**src/rtl/mips32_pkg.sv**
```systemverilog
// mips32_pkg
//   Shared definitions for the mips32 pipeline front end: opcode encodings,
//   opcode field position inside the instruction word and default widths.
//   No ports (package).
package mips32_pkg;

  localparam int DEF_PC_W = 32;
  localparam int DEF_IR_W = 32;

  // Opcode field occupies the top six bits of the instruction word.
  localparam int OPC_W   = 6;
  localparam int OPC_MSB = DEF_IR_W - 1;
  localparam int OPC_LSB = DEF_IR_W - OPC_W;

  localparam logic [OPC_W-1:0] OPC_ADD   = 6'b000000;
  localparam logic [OPC_W-1:0] OPC_SUB   = 6'b000001;
  localparam logic [OPC_W-1:0] OPC_AND   = 6'b000010;
  localparam logic [OPC_W-1:0] OPC_OR    = 6'b000011;
  localparam logic [OPC_W-1:0] OPC_SLT   = 6'b000100;
  localparam logic [OPC_W-1:0] OPC_MUL   = 6'b000101;
  localparam logic [OPC_W-1:0] OPC_LW    = 6'b001000;
  localparam logic [OPC_W-1:0] OPC_SW    = 6'b001001;
  localparam logic [OPC_W-1:0] OPC_ADDI  = 6'b001010;
  localparam logic [OPC_W-1:0] OPC_SUBI  = 6'b001011;
  localparam logic [OPC_W-1:0] OPC_SLTI  = 6'b001100;
  localparam logic [OPC_W-1:0] OPC_BNEQZ = 6'b001101;
  localparam logic [OPC_W-1:0] OPC_BEQZ  = 6'b001110;
  localparam logic [OPC_W-1:0] OPC_HLT   = 6'b111111;

endpackage

```
**src/rtl/mips32_fetch_fifo.sv**
```systemverilog
// mips32_fetch_fifo
//   Generic DEPTH x WIDTH circular buffer used as the fetch prefetch queue.
//   Ports:
//     clk, rst      clock, asynchronous active-high reset
//     push, wdata   write one entry at the tail (caller guarantees not full)
//     pop           remove the head entry (caller guarantees not empty)
//     flush         discard all entries; overrides push and pop
//     rdata         head entry (undefined while empty)
//     count         number of stored entries, 0..DEPTH
module mips32_fetch_fifo #(
  parameter int DEPTH = 4,
  parameter int WIDTH = 64,
  localparam int PTR_W = $clog2(DEPTH),
  localparam int CNT_W = PTR_W + 1
) (
  input  logic             clk,
  input  logic             rst,
  input  logic             push,
  input  logic             pop,
  input  logic             flush,
  input  logic [WIDTH-1:0] wdata,
  output logic [WIDTH-1:0] rdata,
  output logic [CNT_W-1:0] count
);

  logic [WIDTH-1:0] mem [DEPTH];
  logic [PTR_W-1:0] wr_ptr;
  logic [PTR_W-1:0] rd_ptr;

  assign rdata = mem[rd_ptr];

  // Storage needs no reset; count decides what is valid.
  always_ff @(posedge clk) begin
    if (push && !flush) begin
      mem[wr_ptr] <= wdata;
    end
  end

  // DEPTH is a power of two, so pointers wrap by natural overflow.
  always_ff @(posedge clk or posedge rst) begin
    if (rst) begin
      wr_ptr <= '0;
      rd_ptr <= '0;
      count  <= '0;
    end else if (flush) begin
      wr_ptr <= '0;
      rd_ptr <= '0;
      count  <= '0;
    end else begin
      if (push) wr_ptr <= wr_ptr + 1'b1;
      if (pop)  rd_ptr <= rd_ptr + 1'b1;
      case ({push, pop})
        2'b10:   count <= count + 1'b1;
        2'b01:   count <= count - 1'b1;
        default: count <= count;
      endcase
    end
  end

endmodule

```
**src/rtl/mips32_fetch_queue.sv**
```systemverilog
// mips32_fetch_queue
//   Instruction-fetch front end: issues word fetches to a 1-cycle-latency
//   instruction memory, buffers {IR, NPC} in a DEPTH-entry queue and hands
//   the head to decode over a valid/ready handshake. Handles redirect flush
//   and stops fetching once an HLT opcode has been enqueued.
//   Build option: define FETCHQ_BYPASS_EN to present a response arriving at
//   an empty queue on id_ir/id_npc in the same cycle.
//   Ports:
//     clk, rst                     clock, asynchronous active-high reset
//     imem_req, imem_addr          fetch request / word address
//     imem_rdata                   instruction, valid the cycle after imem_req
//     id_valid, id_ready           head handshake towards decode
//     id_ir, id_npc                head instruction and its fetch PC + 1
//     redirect_valid, redirect_pc  taken branch / jump target
//     halted                       HLT fetched, fetch stopped
module mips32_fetch_queue
  import mips32_pkg::*;
#(
  parameter int               PC_W     = DEF_PC_W,
  parameter int               IR_W     = DEF_IR_W,
  parameter int               ADDR_W   = 10,
  parameter int               DEPTH    = 4,
  parameter logic [PC_W-1:0]  RESET_PC = '0,
  parameter logic [OPC_W-1:0] HLT_OPC  = OPC_HLT
) (
  input  logic              clk,
  input  logic              rst,
  output logic              imem_req,
  output logic [ADDR_W-1:0] imem_addr,
  input  logic [IR_W-1:0]   imem_rdata,
  output logic              id_valid,
  input  logic              id_ready,
  output logic [IR_W-1:0]   id_ir,
  output logic [PC_W-1:0]   id_npc,
  input  logic              redirect_valid,
  input  logic [PC_W-1:0]   redirect_pc,
  output logic              halted
);

  localparam int CNT_W = $clog2(DEPTH) + 1;
  localparam int ENT_W = IR_W + PC_W;

  logic [PC_W-1:0]  pc;
  logic [PC_W-1:0]  issued_pc;
  logic             inflight;
  logic             drop;
  logic [IR_W-1:0]  hold_ir;
  logic [PC_W-1:0]  hold_npc;

  logic [CNT_W-1:0] count;
  logic [ENT_W-1:0] head;
  logic             resp_valid;
  logic             resp_hlt;
  logic [PC_W-1:0]  resp_npc;
  logic             byp;
  logic             deq;
  logic             fifo_push;
  logic             fifo_pop;
  logic [CNT_W:0]   credit;
  logic             issue;

  // A redirect discards the response arriving in its own cycle as well.
  assign resp_valid = inflight && !drop && !redirect_valid;
  assign resp_npc   = issued_pc + PC_W'(1);
  assign resp_hlt   = resp_valid && (imem_rdata[IR_W-1 -: OPC_W] == HLT_OPC);

`ifdef FETCHQ_BYPASS_EN
  assign byp = (count == '0) && resp_valid;
`else
  assign byp = 1'b0;
`endif

  assign id_valid  = (count != '0) || byp;
  assign deq       = id_valid && id_ready;
  assign fifo_pop  = deq && (count != '0);
  assign fifo_push = resp_valid && !(byp && id_ready);

  // Outstanding fetches are counted so a response always finds a free slot.
  assign credit    = ({1'b0, count} + (CNT_W+1)'(inflight)) - (CNT_W+1)'(deq);
  assign issue     = !rst && !halted && !redirect_valid && (credit < (CNT_W+1)'(DEPTH));
  assign imem_req  = issue;
  assign imem_addr = pc[ADDR_W-1:0];

  // When nothing is valid the outputs keep whatever was last presented.
  always_comb begin
    id_ir  = hold_ir;
    id_npc = hold_npc;
    if (count != '0) begin
      id_ir  = head[ENT_W-1 -: IR_W];
      id_npc = head[PC_W-1:0];
    end else if (byp) begin
      id_ir  = imem_rdata;
      id_npc = resp_npc;
    end
  end

  mips32_fetch_fifo #(
    .DEPTH (DEPTH),
    .WIDTH (ENT_W)
  ) u_fifo (
    .clk   (clk),
    .rst   (rst),
    .push  (fifo_push),
    .pop   (fifo_pop),
    .flush (redirect_valid),
    .wdata ({imem_rdata, resp_npc}),
    .rdata (head),
    .count (count)
  );

  always_ff @(posedge clk or posedge rst) begin
    if (rst) begin
      pc        <= RESET_PC;
      issued_pc <= RESET_PC;
      inflight  <= 1'b0;
      drop      <= 1'b0;
      halted    <= 1'b0;
      hold_ir   <= '0;
      hold_npc  <= '0;
    end else begin
      inflight <= issue;
      // The fetch issued alongside an HLT enqueue must never be delivered.
      drop     <= redirect_valid || resp_hlt;
      hold_ir  <= id_ir;
      hold_npc <= id_npc;
      if (issue) issued_pc <= pc;
      if (redirect_valid) begin
        pc     <= redirect_pc;
        halted <= 1'b0;
      end else begin
        if (issue)    pc     <= pc + PC_W'(1);
        if (resp_hlt) halted <= 1'b1;
      end
    end
  end

endmodule
```
**config.mk**
```make
export PLATFORM = sky130hd
export DESIGN_NAME = mips32_fetch_queue
export DESIGN_NICKNAME = d
export VERILOG_FILES = /design/src/rtl/mips32_pkg.sv /design/src/rtl/mips32_fetch_fifo.sv /design/src/rtl/mips32_fetch_queue.sv
export SDC_FILE = /design/constraint.sdc
export NUM_CORES = 1
export LEC_CHECK = 0
export ABC_CLOCK_PERIOD_IN_PS = 5600
export CAP_MARGIN = 20
export CORE_MARGIN = 4
export CORE_UTILIZATION = 59
export CTS_BUF_LIST = sky130_fd_sc_hd__clkbuf_2
export DETAILED_ROUTE_END_ITERATION = 8
export PLACE_DENSITY = 0.85
export RECOVER_POWER = 100
export SYNTH_ARGS = -nofsm -noshare
export SYNTH_HDL_FRONTEND = slang
export SYNTH_SLANG_ARGS = --single-unit
```
**constraint.sdc**
```tcl
create_clock -name clk -period 5.6 [get_ports clk]
set_input_delay 0.84 -clock clk [delete_from_list [all_inputs] [get_ports clk]]
set_output_delay 0.84 -clock clk [all_outputs]
set_load 0.005 [all_outputs]
```
==> impl_metrics.csv <==
group,metric,value,unit
pwr,p_total,8.91,mW
clock_tree,numCtsBuffers,96,
finish,fin_area,18600,um^2
finish,final_layout_size_suffix_gt1_frac,0.231,
timing,slew_violations,460,
detailed_routing,met2_wirelength,15.5,mm
finish,layout_commonest_cell,"edfxtp_1",
synth,syn_inst,935,
floorplanning,die_area,30300,um^2
finish,fin_nets,1211,
run,drv_cap,8,
floorplanning,initial_core_util,0.601,
worst_setup_path,crit_path_end,"imem_req",
detailed_routing,wl_per_cell,20.2,um
worst_setup_path,arrival,4.32,ns
synth,netlist_top_cells_area,"edfxtp_1 (47%), dfrtp_1 (21%), mux4_2 (8.9%)",
worst_setup_path,crit_path_end_kind,"output pin",
pwr,vdd_drop_max,0.214,mV
worst_setup_path,startpoint,"redirect_valid",
synth,seq_area_frac_synth,0.686,
worst_setup_path,startpoint_type,"primary input",
clock_tree,cts_resized,0,
clock_tree,cts_root_buf,"clkbuf_2",
clock_tree,cts.clk_slew.worst_paths,0.09,ns
placement,dpl_cell_area,17900,um^2
placement,pre_cts_slack,0.799,ns
grt,grt_overflow,0,
worst_setup_path,path_max_fanout,52,
floorplanning,design.core.area,27000,um^2
floorplanning,die_w,174,um
detailed_routing,antenna_left,0,
timing,min_period_over_period,0.921,
clock_tree,cts_max_level,3,
finish,instances_no_fill,1555,
detailed_routing,num_vias,9010,
detailed_routing,drc,0,
synth,yosysWarnings,0,
clock_tree,insertion_delay,0.89,ns
timing,fin_skew,0.0578,ns
grt,grt_util_all_layers,0.210,
synth,synth_top_area_frac,0.473,
timing,setup_viol,0,
hold_path,hold_path.class,"flip-flop to flip-flop",
worst_setup_path,r2r_end,"issued_pc[9]",
floorplanning,row_count,60,
clock_tree,post_cts_buffers,0,
detailed_routing,routed_wirelength,31.4,mm
detailed_routing,firstDrtPassIters,5,
detailed_routing,via_per_inst,5.79,
grt,grt_pass1_vias,9624,
synth,synth.area.mux_share,0.164,
synth,synth_top_family_by_area,"multiplexers",
outcome,violations,"capacitance limit, slew limit",
synth,synth_xor_area_frac,0.0264,
timing,setup_tns,0,ns
worst_setup_path,cp.required,4.76,ns
timing,max_freq,194,MHz
timing,fin_ws,0.443,ns
timing,rsz0062_at_grt,"false",
placement,gp_congestion,0.826,
synth,synth_fa_ha_area_frac,0.00816,
detailed_routing,topRoutingLayerUsed,"met5",
worst_setup_path,reg2reg_from,"u_fifo.count[0]",
grt,antenna_found_initial,2,
synth,yosysTopAreaCell,"edfxtp_1",
detailed_routing,wl_met1,13.5,mm
placement,portBuffers,144,
placement,dp.cells,1374,
timing,worst_pin_slew,2.06,ns
outcome,status,"finished, violations left",
synth,synth.distinct_cells,56,
worst_setup_path,crit_type,"primary input to output pin",
floorplanning,die_h,174,um
finish,area_growth,14.8,%
detailed_routing,met3_length,1.97,mm
hold_path,min_from,"hold_npc[29]",
synth,synth-seq-cells,394,
clock_tree,ctsHoldBuffers,0,
grt,grt_max_degree,111,
timing,whs,0.485,ns
synth,synthFlopType,"edfxtp_1",
worst_setup_path,rr_worst_depth,11,
placement,place_hpwl,19.0,mm
detailed_routing,drt_iter0_markers,745,
finish,final_cell_mix,"edfxtp_1 (256), clkbuf_2 (158), dfrtp_1 (137)",
grt,grt_pass1_wl,50.5,mm
worst_setup_path,r2r_slack,0.82,ns
clock_tree,cts_tree,"built",
synth,synth-simple-area-share,0.0604,
clock_tree,cts_buffer_depth,3,
pwr,leakage,6.71,nW
floorplanning,pin_count,145,
timing,slew_headroom,-0.371,
synth,synth_area,16200,um^2
pwr,power_density,478,nW/um^2
synth,synth_fp_nets,1013,
timing,hold_viol_final,0,
synth,synth-edff-count,256,
synth,ys_async_sr_fraction,0.350,
timing,min_period,5.16,ns
clock_tree,clkSinkCount,394,
synth,synth-compound-area-share,0.0307,
synth,avgSynthCellArea,17.4,um^2
finish,final_util,0.690,
-- registers in the layout, summed over array words and instances, names as in the netlist, 2 cells and up --
| signal | flops |
|---|---|
| u_fifo.mem | 256 |
| u_fifo.wr_ptr | 2 |
| u_fifo.rd_ptr | 2 |
| issued_pc | 32 |
| hold_npc | 32 |
| pc | 32 |
| hold_ir | 32 |
| u_fifo.count | 3 |
-- synth_stat cells, drive strengths merged (2+ instances only) --
library cell    n
ha              9
clkbuf         24
and4            8
nor2           31
inv            17
o31ai          10
mux2           98
or2             6
and3           14
nand3          30
nand2          35
a211oi          3
and2            6
a21oi           7
a22oi           3
o21ai          18
o211ai          3
a2111oi         5
xnor2          37
mux4           64
nor4            2
buf            31
or4            12
nor3            6
nand4          22
dfrtp         138
a31oi          10
a311o           2
o311ai          2
xor2           12
edfxtp        256
nor2b           6
-- metal layers --
layer  up-vias  track usage
met3        40       0.0500
li1       4092            -
met2       320        0.339
met1      4556        0.290
met4         2       0.0640
met5         -            0
-- cells by family (layout without fill, tap and decap cells) --
logic type	after synthesis	in the layout
AOI/OAI and AO/OA	67	67
xor gates and xnor gates	49	49
adders and majority gates	10	10
buffers and inverters	72	350
DFF	394	394
muxes	163	163
other	0	1
and+or+nand+nor	180	180
-- report_power, final --
part / switching (mW) / internal, mW / leakage (nW)
registers: 0.369 / 3.72 / 3.94
logic: 1.32 / 1.60 / 2.06
clock network: 1.08 / 0.826 / 0.716
-- final cells by class --
cell class	instances	area, um^2
clock buffers	156	781
fillers	1876	8380
multi-input cells	469	4570
repair buffers	155	1500
well taps	341	427
diodes	1	2.50
clock inverters	22	155
flip-flops and latches	394	11100
inverters	17	65.1
-- worst min path at each step --
stage | endpoint | cells past startpoint
after floorplan | issued_pc[30] | 1
after global placement | issued_pc[30] | 1
after detailed placement | issued_pc[30] | 1
after CTS | pc[16] | 3
after global routing | pc[0] | 3
final | hold_npc[29] | 1
-- worst max-delay path, stage by stage --
cell             delay [ns]
dlygate4sd3_1          0.52
clkbuf_1               1.43
inv_1                  0.69
and2_0                 0.36
clkdlybuf4s50_1        0.46
(Power assumes the default switching activity.)
==> edit 1 (config.mk and constraints unchanged) <==
Make the reset (`rst`) synchronous in 2 clocked blocks. Comments in the files are not updated.
--- a/src/rtl/mips32_fetch_fifo.sv
+++ b/src/rtl/mips32_fetch_fifo.sv
@@ -38,5 +38,5 @@
 
   // DEPTH is a power of two, so pointers wrap by natural overflow.
-  always_ff @(posedge clk or posedge rst) begin
+  always_ff @(posedge clk) begin
     if (rst) begin
       wr_ptr <= '0;
--- a/src/rtl/mips32_fetch_queue.sv
+++ b/src/rtl/mips32_fetch_queue.sv
@@ -109,5 +109,5 @@
   );
 
-  always_ff @(posedge clk or posedge rst) begin
+  always_ff @(posedge clk) begin
     if (rst) begin
       pc        <= RESET_PC;
Formal check against the unedited RTL: differs if rst is asserted again (counterexample within 4 cycles, from zero or initial values and one cycle with rst high); with rst held inactive, the same outputs for 4 cycles.
==> edit 1 against the original RTL <==
The flow still finishes with violations (capacitance limit, slew limit). Worst setup slack better by 0.18 ns. Wire length up 5.5%. Count of clock-buffer cells in the layout down 5. Clock skew rose by 0.0092 ns. Register-to-register slack better by 0.10 ns. Synthesized cell count grew 16%. Core utilization is 0.38 points higher. Final area down 0.29%. Critical path depth is 1 lower. First-iteration DRC count rose by 22%. Sequential cell count rose by 2. Synthesized area down 1.4%.
Power is not compared: it rests on default switching activity, and its combinational part moved more than twofold at a synthesized area within 25%.
==> edit 1: results (changes against the original RTL) <==
Unique masters post-synth -> 53 (-5.4%)
M1 WL -> 13,500 um (+0.39%)
HPWL Detailed -> 21,000 um (+10%)
Number of buffers created by CTS -> 94 (-2.1%)
Failing checks -> capacitance limit, slew limit
Class of the worst hold path -> input port to flip-flop
Largest net degree at the start of global routing -> 66 (-41%)
Share of cells above drive strength 1 -> 20.4% (-2.7 points)
Syn Inst Count -> 1,085 (+16%)
XOR/XNOR share of the synthesized area -> 2.94% (+0.30 points)
Clock skew -> 0.0669 ns (+0.00915 ns)
Post-Place Cell Area -> 17,800 um2 (-0.66%)
Gr usage total -> 22.0% (+1.0 points)
First-pass GRT wire length -> 53,200 um (+5.2%)
TritonCTS Sinks -> 396 (+0.51%)
Non-Filler Instances -> 1,695 (+9.0%)
Top reg by flops -> u_fifo.mem
Mux cell area share after synthesis -> 13.8% (-2.6 points)
Commonest cells in the synthesized netlist -> edfxtp_1 (256), dfxtp_1 (140), and2_1 (70)
# clk buffers -> 151 (-3.2%)
Slew Limit Fails -> 319 (-31%)
Least-Margin Pin Slew -> 1.95 ns (-0.107 ns)
Adder-Cell Fraction of Synth Area -> 0.906% (+0.089 points)
Layout non-clock buf frac -> 8.37% (+0.31 points)
Seq/Total Area, Yosys -> 65.5% (-3.1 points)
RD Place Congestion -> 0.858 (+3.8%)
Compound-gate portion of the synthesized area -> 4.57% (+1.5 points)
Top Layer Used -> met4
Nets -> 1,350 (+11%)
Synth top area cells -> edfxtp_1 (48%), dfxtp_1 (17%), mux4_2 (9.0%)
Non-clk invs -> 20 (+3)
YS warnings -> 0 (unchanged)
Critical path peak fanout -> 65 (+25%)
Asr flop ratio synth -> 0% (-35 points)
Drt initial violations -> 906 (+22%)
Fillcell total -> 1,751 (-6.7%)
Multi-input logic portion of the cell area -> 27.6% (+3.1 points)
Vias in the first global route -> 9,975 (+3.6%)
Routed wl met3 -> 2440 um (+24%)
Reg clk slew, reported paths -> 0.12 ns (+0.03 ns)
Worst vdd ir -> 116 uV
Crit path max-delay cell type -> clkbuf_2
Critical path arrival -> 4.14 ns (-0.18 ns)
Clk cell area share -> 4.86% (-0.16 points)
Number of diodes -> 2 (+1)
Maxcap violations -> 7 (-1)
Wirelength, routed -> 33,100 um (+5.5%)
Syn Nets -> 1,164 (+15%)
Status -> finished, violations left
Met2 WL -> 16,500 um (+6.6%)
Multi-input gates -> 602 (+28%)
Drt via density -> 5.81 (+0.30%)
-- edit 1: cell types whose count changed after synthesis, moves of 15 or more --
cell,before,now
nand3_1,30,53
a211oi_1,3,18
dfrtp_1,138,0
mux2_4,29,0
nor2_1,31,52
clkbuf_1,24,44
nand2_1,35,62
dfxtp_1,0,140
and2_1,5,70
a21oi_1,6,45
-- edit 1: path summary, 6_finish.rpt --
check	startpoint	end	slack [ns]	cells after the start
setup / recovery	u_fifo.count[2]	id_ir[6]	0.62	4
hold / removal	rst	issued_pc[31]	0.48	2
setup reg to reg	u_fifo.count[2]	pc[27]	0.92	11
hold reg to reg	pc[11]	issued_pc[11]	0.49	2
-- edit 1: power by group through the flow --
stage	registers, mW	logic, mW	clock network (mW)
after global placement	3.25	0.260	0
after global routing	3.19	0.279	2.08
after floorplan	3.23	0.142	0
final	3.19	0.257	1.87
after detailed placement	3.25	0.269	0
after CTS	3.18	0.271	1.92
-- edit 1: worst register-to-register path: stages, from the launching register on --
cell and delay, ns:
dfxtp_1 0.39, or3_2 0.52, and2_0 0.26, ha_1 0.22, inv_1 0.05, ha_1 0.22, and3b_1 0.21, o2111ai_4 0.19
clkbuf_1 1.42, a2111oi_2 0.49, a31o_2 0.39, a311oi_1 0.26
-- edit 1: metal layers --
metal	track usage, %	vias to the layer above
li1	-	4545
met1	30.2	4820
met2	36.0	440
met3	4.59	46
met4	6.98	0
met5	0	-
-- edit 1: stage by stage --
step	total power [mW]	worst slack, ns	utilization [%]
global placement	3.51	1.34	66.2
finish	5.31	0.618	69.4
CTS	5.38	0.949	69.7
global route	5.56	0.405	69.4
floorplan	3.38	2.02	-
detailed placement	3.52	1.40	66.3
==> edit 2 (config.mk and constraints unchanged) <==
Without the edit above. `DEPTH` is set to 4 in 2 places; all go to 8.
--- a/src/rtl/mips32_fetch_fifo.sv
+++ b/src/rtl/mips32_fetch_fifo.sv
@@ -9,5 +9,5 @@
 //     count         number of stored entries, 0..DEPTH
 module mips32_fetch_fifo #(
-  parameter int DEPTH = 4,
+  parameter int DEPTH = 8,
   parameter int WIDTH = 64,
   localparam int PTR_W = $clog2(DEPTH),
--- a/src/rtl/mips32_fetch_queue.sv
+++ b/src/rtl/mips32_fetch_queue.sv
@@ -20,5 +20,5 @@
   parameter int               IR_W     = DEF_IR_W,
   parameter int               ADDR_W   = 10,
-  parameter int               DEPTH    = 4,
+  parameter int               DEPTH    = 8,
   parameter logic [PC_W-1:0]  RESET_PC = '0,
   parameter logic [OPC_W-1:0] HLT_OPC  = OPC_HLT
Formal check against the unedited RTL: not equivalent (Yosys sat finds a counterexample within 10 cycles, from zero or initial values and one cycle with rst high).
==> edit 2 against the original RTL <==
The flow still finishes with violations (capacitance limit, slew limit). Count of clock-buffer cells in the layout increased by 87. Wire length rose by 74%. Sequential cell count rose by 259. Clock power up 71%. Fmax fell by 2.1%. Worst setup slack worse by 0.11 ns. Cell count is 59% higher. Sequential power up 55%. Synthesized cell count grew 60%. Sequential share of layout area is 4.3 points higher. Power increased by 56%. Synthesized area grew 59%. Final area up 58%. Largest cell class unchanged. Largest power group unchanged. Highest routed layer unchanged.
==> edit 2: results (changes against the original RTL) <==
Skew-Pair Late Insertion Delay -> 1.11 ns (+0.22 ns)
Largest net degree at the start of global routing -> 109 (-1.8%)
Total number of vias -> 14,549 (+61%)
Gr usage total -> 23.3% (+2.3 points)
Top reg by flops -> u_fifo.mem
Largest register FFs -> 512 (+100%)
Seq/Total Area, Yosys -> 73.1% (+4.5 points)
CTS max path bufs -> 3 (unchanged)
H-tree levels -> 4 (+1)
First-pass GRT wire length -> 84,800 um (+68%)
Class of the worst hold path -> input port to flip-flop
Fillcell total -> 2,803 (+49%)
Reg clk slew, reported paths -> 0.11 ns (+0.02 ns)
Placed insts -> 2,168 (+58%)
XOR/XNOR share of the synthesized area -> 1.32% (-1.3 points)
HPWL Detailed -> 31,000 um (+63%)
DP Worst Slack -> 1.14 ns (+0.345 ns)
Asr flop ratio synth -> 21.6% (-13 points)
Critical path peak fanout -> 33 (-37%)
Worst vdd ir -> 385 uV (+80%)
Slew Limit Fails -> 711 (+55%)
Number of buffers created by CTS -> 155 (+61%)
Synth top area cells -> edfxtp_1 (59%), dfrtp_1 (14%), mux4_2 (11%)
Lkg Pwr -> 10.1 nW (+50%)
Drt via density -> 5.90 (+1.8%)
Maxcap violations -> 20 (+12)
Compound-gate portion of the synthesized area -> 3.19% (+0.12 points)
Nets -> 1,828 (+51%)
Antenna violations before repair -> 7 (+5)
Unique masters post-synth -> 49 (-13%)
Syn Nets -> 1,573 (+55%)
Mux cell area share after synthesis -> 13.8% (-2.6 points)
Largest stage delay on the critical path -> 0.50 ns (-0.93 ns)
RD Place Congestion -> 0.846 (+2.4%)
Syn Inst Count -> 1,493 (+60%)
Status -> finished, violations left
Drt initial violations -> 1,245 (+67%)
Adder-Cell Fraction of Synth Area -> 0.610% (-0.21 points)
Crit path max-delay cell type -> clkdlybuf4s50_1
Root Buffer -> clkbuf_2
Critical path arrival -> 4.43 ns (+0.11 ns)
Clock skew -> 0.0732 ns (+0.0154 ns)
WL per Instance -> 22.1 um (+9.5%)
Share of cells above drive strength 1 -> 22.1% (-0.97 points)
Worst relative slew slack -> -126% (-89 points)
Commonest cells in the synthesized netlist -> edfxtp_1 (512), nand2_1 (144), dfrtp_1 (141)
Post-Place Cell Area -> 28,000 um2 (+57%)
Post-synth EDFFs -> 512 (+100%)
Failing checks -> capacitance limit, slew limit
Area of the multi-input gates -> 6550 um2 (+44%)
edit 2: cell count changes after synthesis, sizes merged, moves of 9 or more:
cell	unedited run	this run
xnor2	37	27
a21oi	7	70
and3	14	5
edfxtp	256	512
mux4	64	128
nor2	31	97
nand2	35	144
mux2i	1	66
or3	0	9
o211ai	3	14
o311ai	2	13
clkbuf	24	44
mux2	98	1
edit 2: path summary, 6_finish.rpt:
kind	depth (start not counted)	end	slack [ns]	from
worst min-delay path	3	pc[3]	0.33	redirect_pc[3]
max in group asynchronous	3	issued_pc[19]	0.92	rst
worst min register to register	2	issued_pc[31]	0.53	issued_pc[31]
worst max register to register	5	u_fifo.mem[7][40]	0.57	inflight
min in group asynchronous	2	u_fifo.wr_ptr[0]	0.74	rst
worst max-delay path	13	imem_req	0.33	u_fifo.count[2]
edit 2: cell type report:
| class | count | share of cell area [%] |
|---|---|---|
| inverters | 21 | 0.271 |
| clock buffers | 243 | 4.12 |
| flip-flops and latches | 653 | 64.1 |
| well taps | 585 | 2.48 |
| diodes | 4 | 0.0339 |
| repair buffers | 178 | 5.62 |
| clock inverters | 43 | 1.20 |
| multi-input cells | 739 | 22.2 |
edit 2: metrics by stage:
stage / hold slack [ns] / power [mW]
2_1_floorplan: 0.459 / 8.88
3_3_place_gp: 0.478 / 10.6
3_5_place_dp: 0.502 / 10.8
4_1_cts: 0.219 / 14.1
5_1_grt: 0.220 / 14.7
6_report: 0.332 / 13.9
edit 2: per-layer routing:
layer	track usage (%)	vias to the layer above	wire length, um
met4	7.65	10	946
met5	0	-	50
met1	31.4	7423	21700
li1	-	6438	-
met3	5.35	87	4060
met2	38.6	591	27600
edit 2: report_power, final:
| group | internal, mW | switching, mW |
|---|---|---|
| Clock | 1.47 | 1.80 |
| Combinational | 1.97 | 2.30 |
| Sequential | 5.95 | 0.367 |
edit 2: repair_timing:
item	4_1_cts	5_1_grt
gates cloned	1	2
buffers inserted	0	3
gates resized for setup	1	1
endpoints found under the hold margin	0	0
endpoints found under the setup margin	1	1
edit 2: cell families (layout without fill, tap and decap cells):
family / count (synthesis) / count (layout)
flops: 653 / 653
mux: 195 / 196
compound gates: 136 / 136
other cells: 0 / 4
fa+ha+maj: 12 / 12
buf+inv: 104 / 485
xor+xnor: 39 / 39
simple gates: 354 / 356
edit 2: critical path, delay by kind of cell (launching register included):
kind	cells	cell delay, ns
AND/OR/NAND/NOR	4	0.90
flip-flops	1	0.44
multiplexers	1	0.48
adder cells (fa/ha/maj)	3	0.66
buffers and inverters	5	0.84
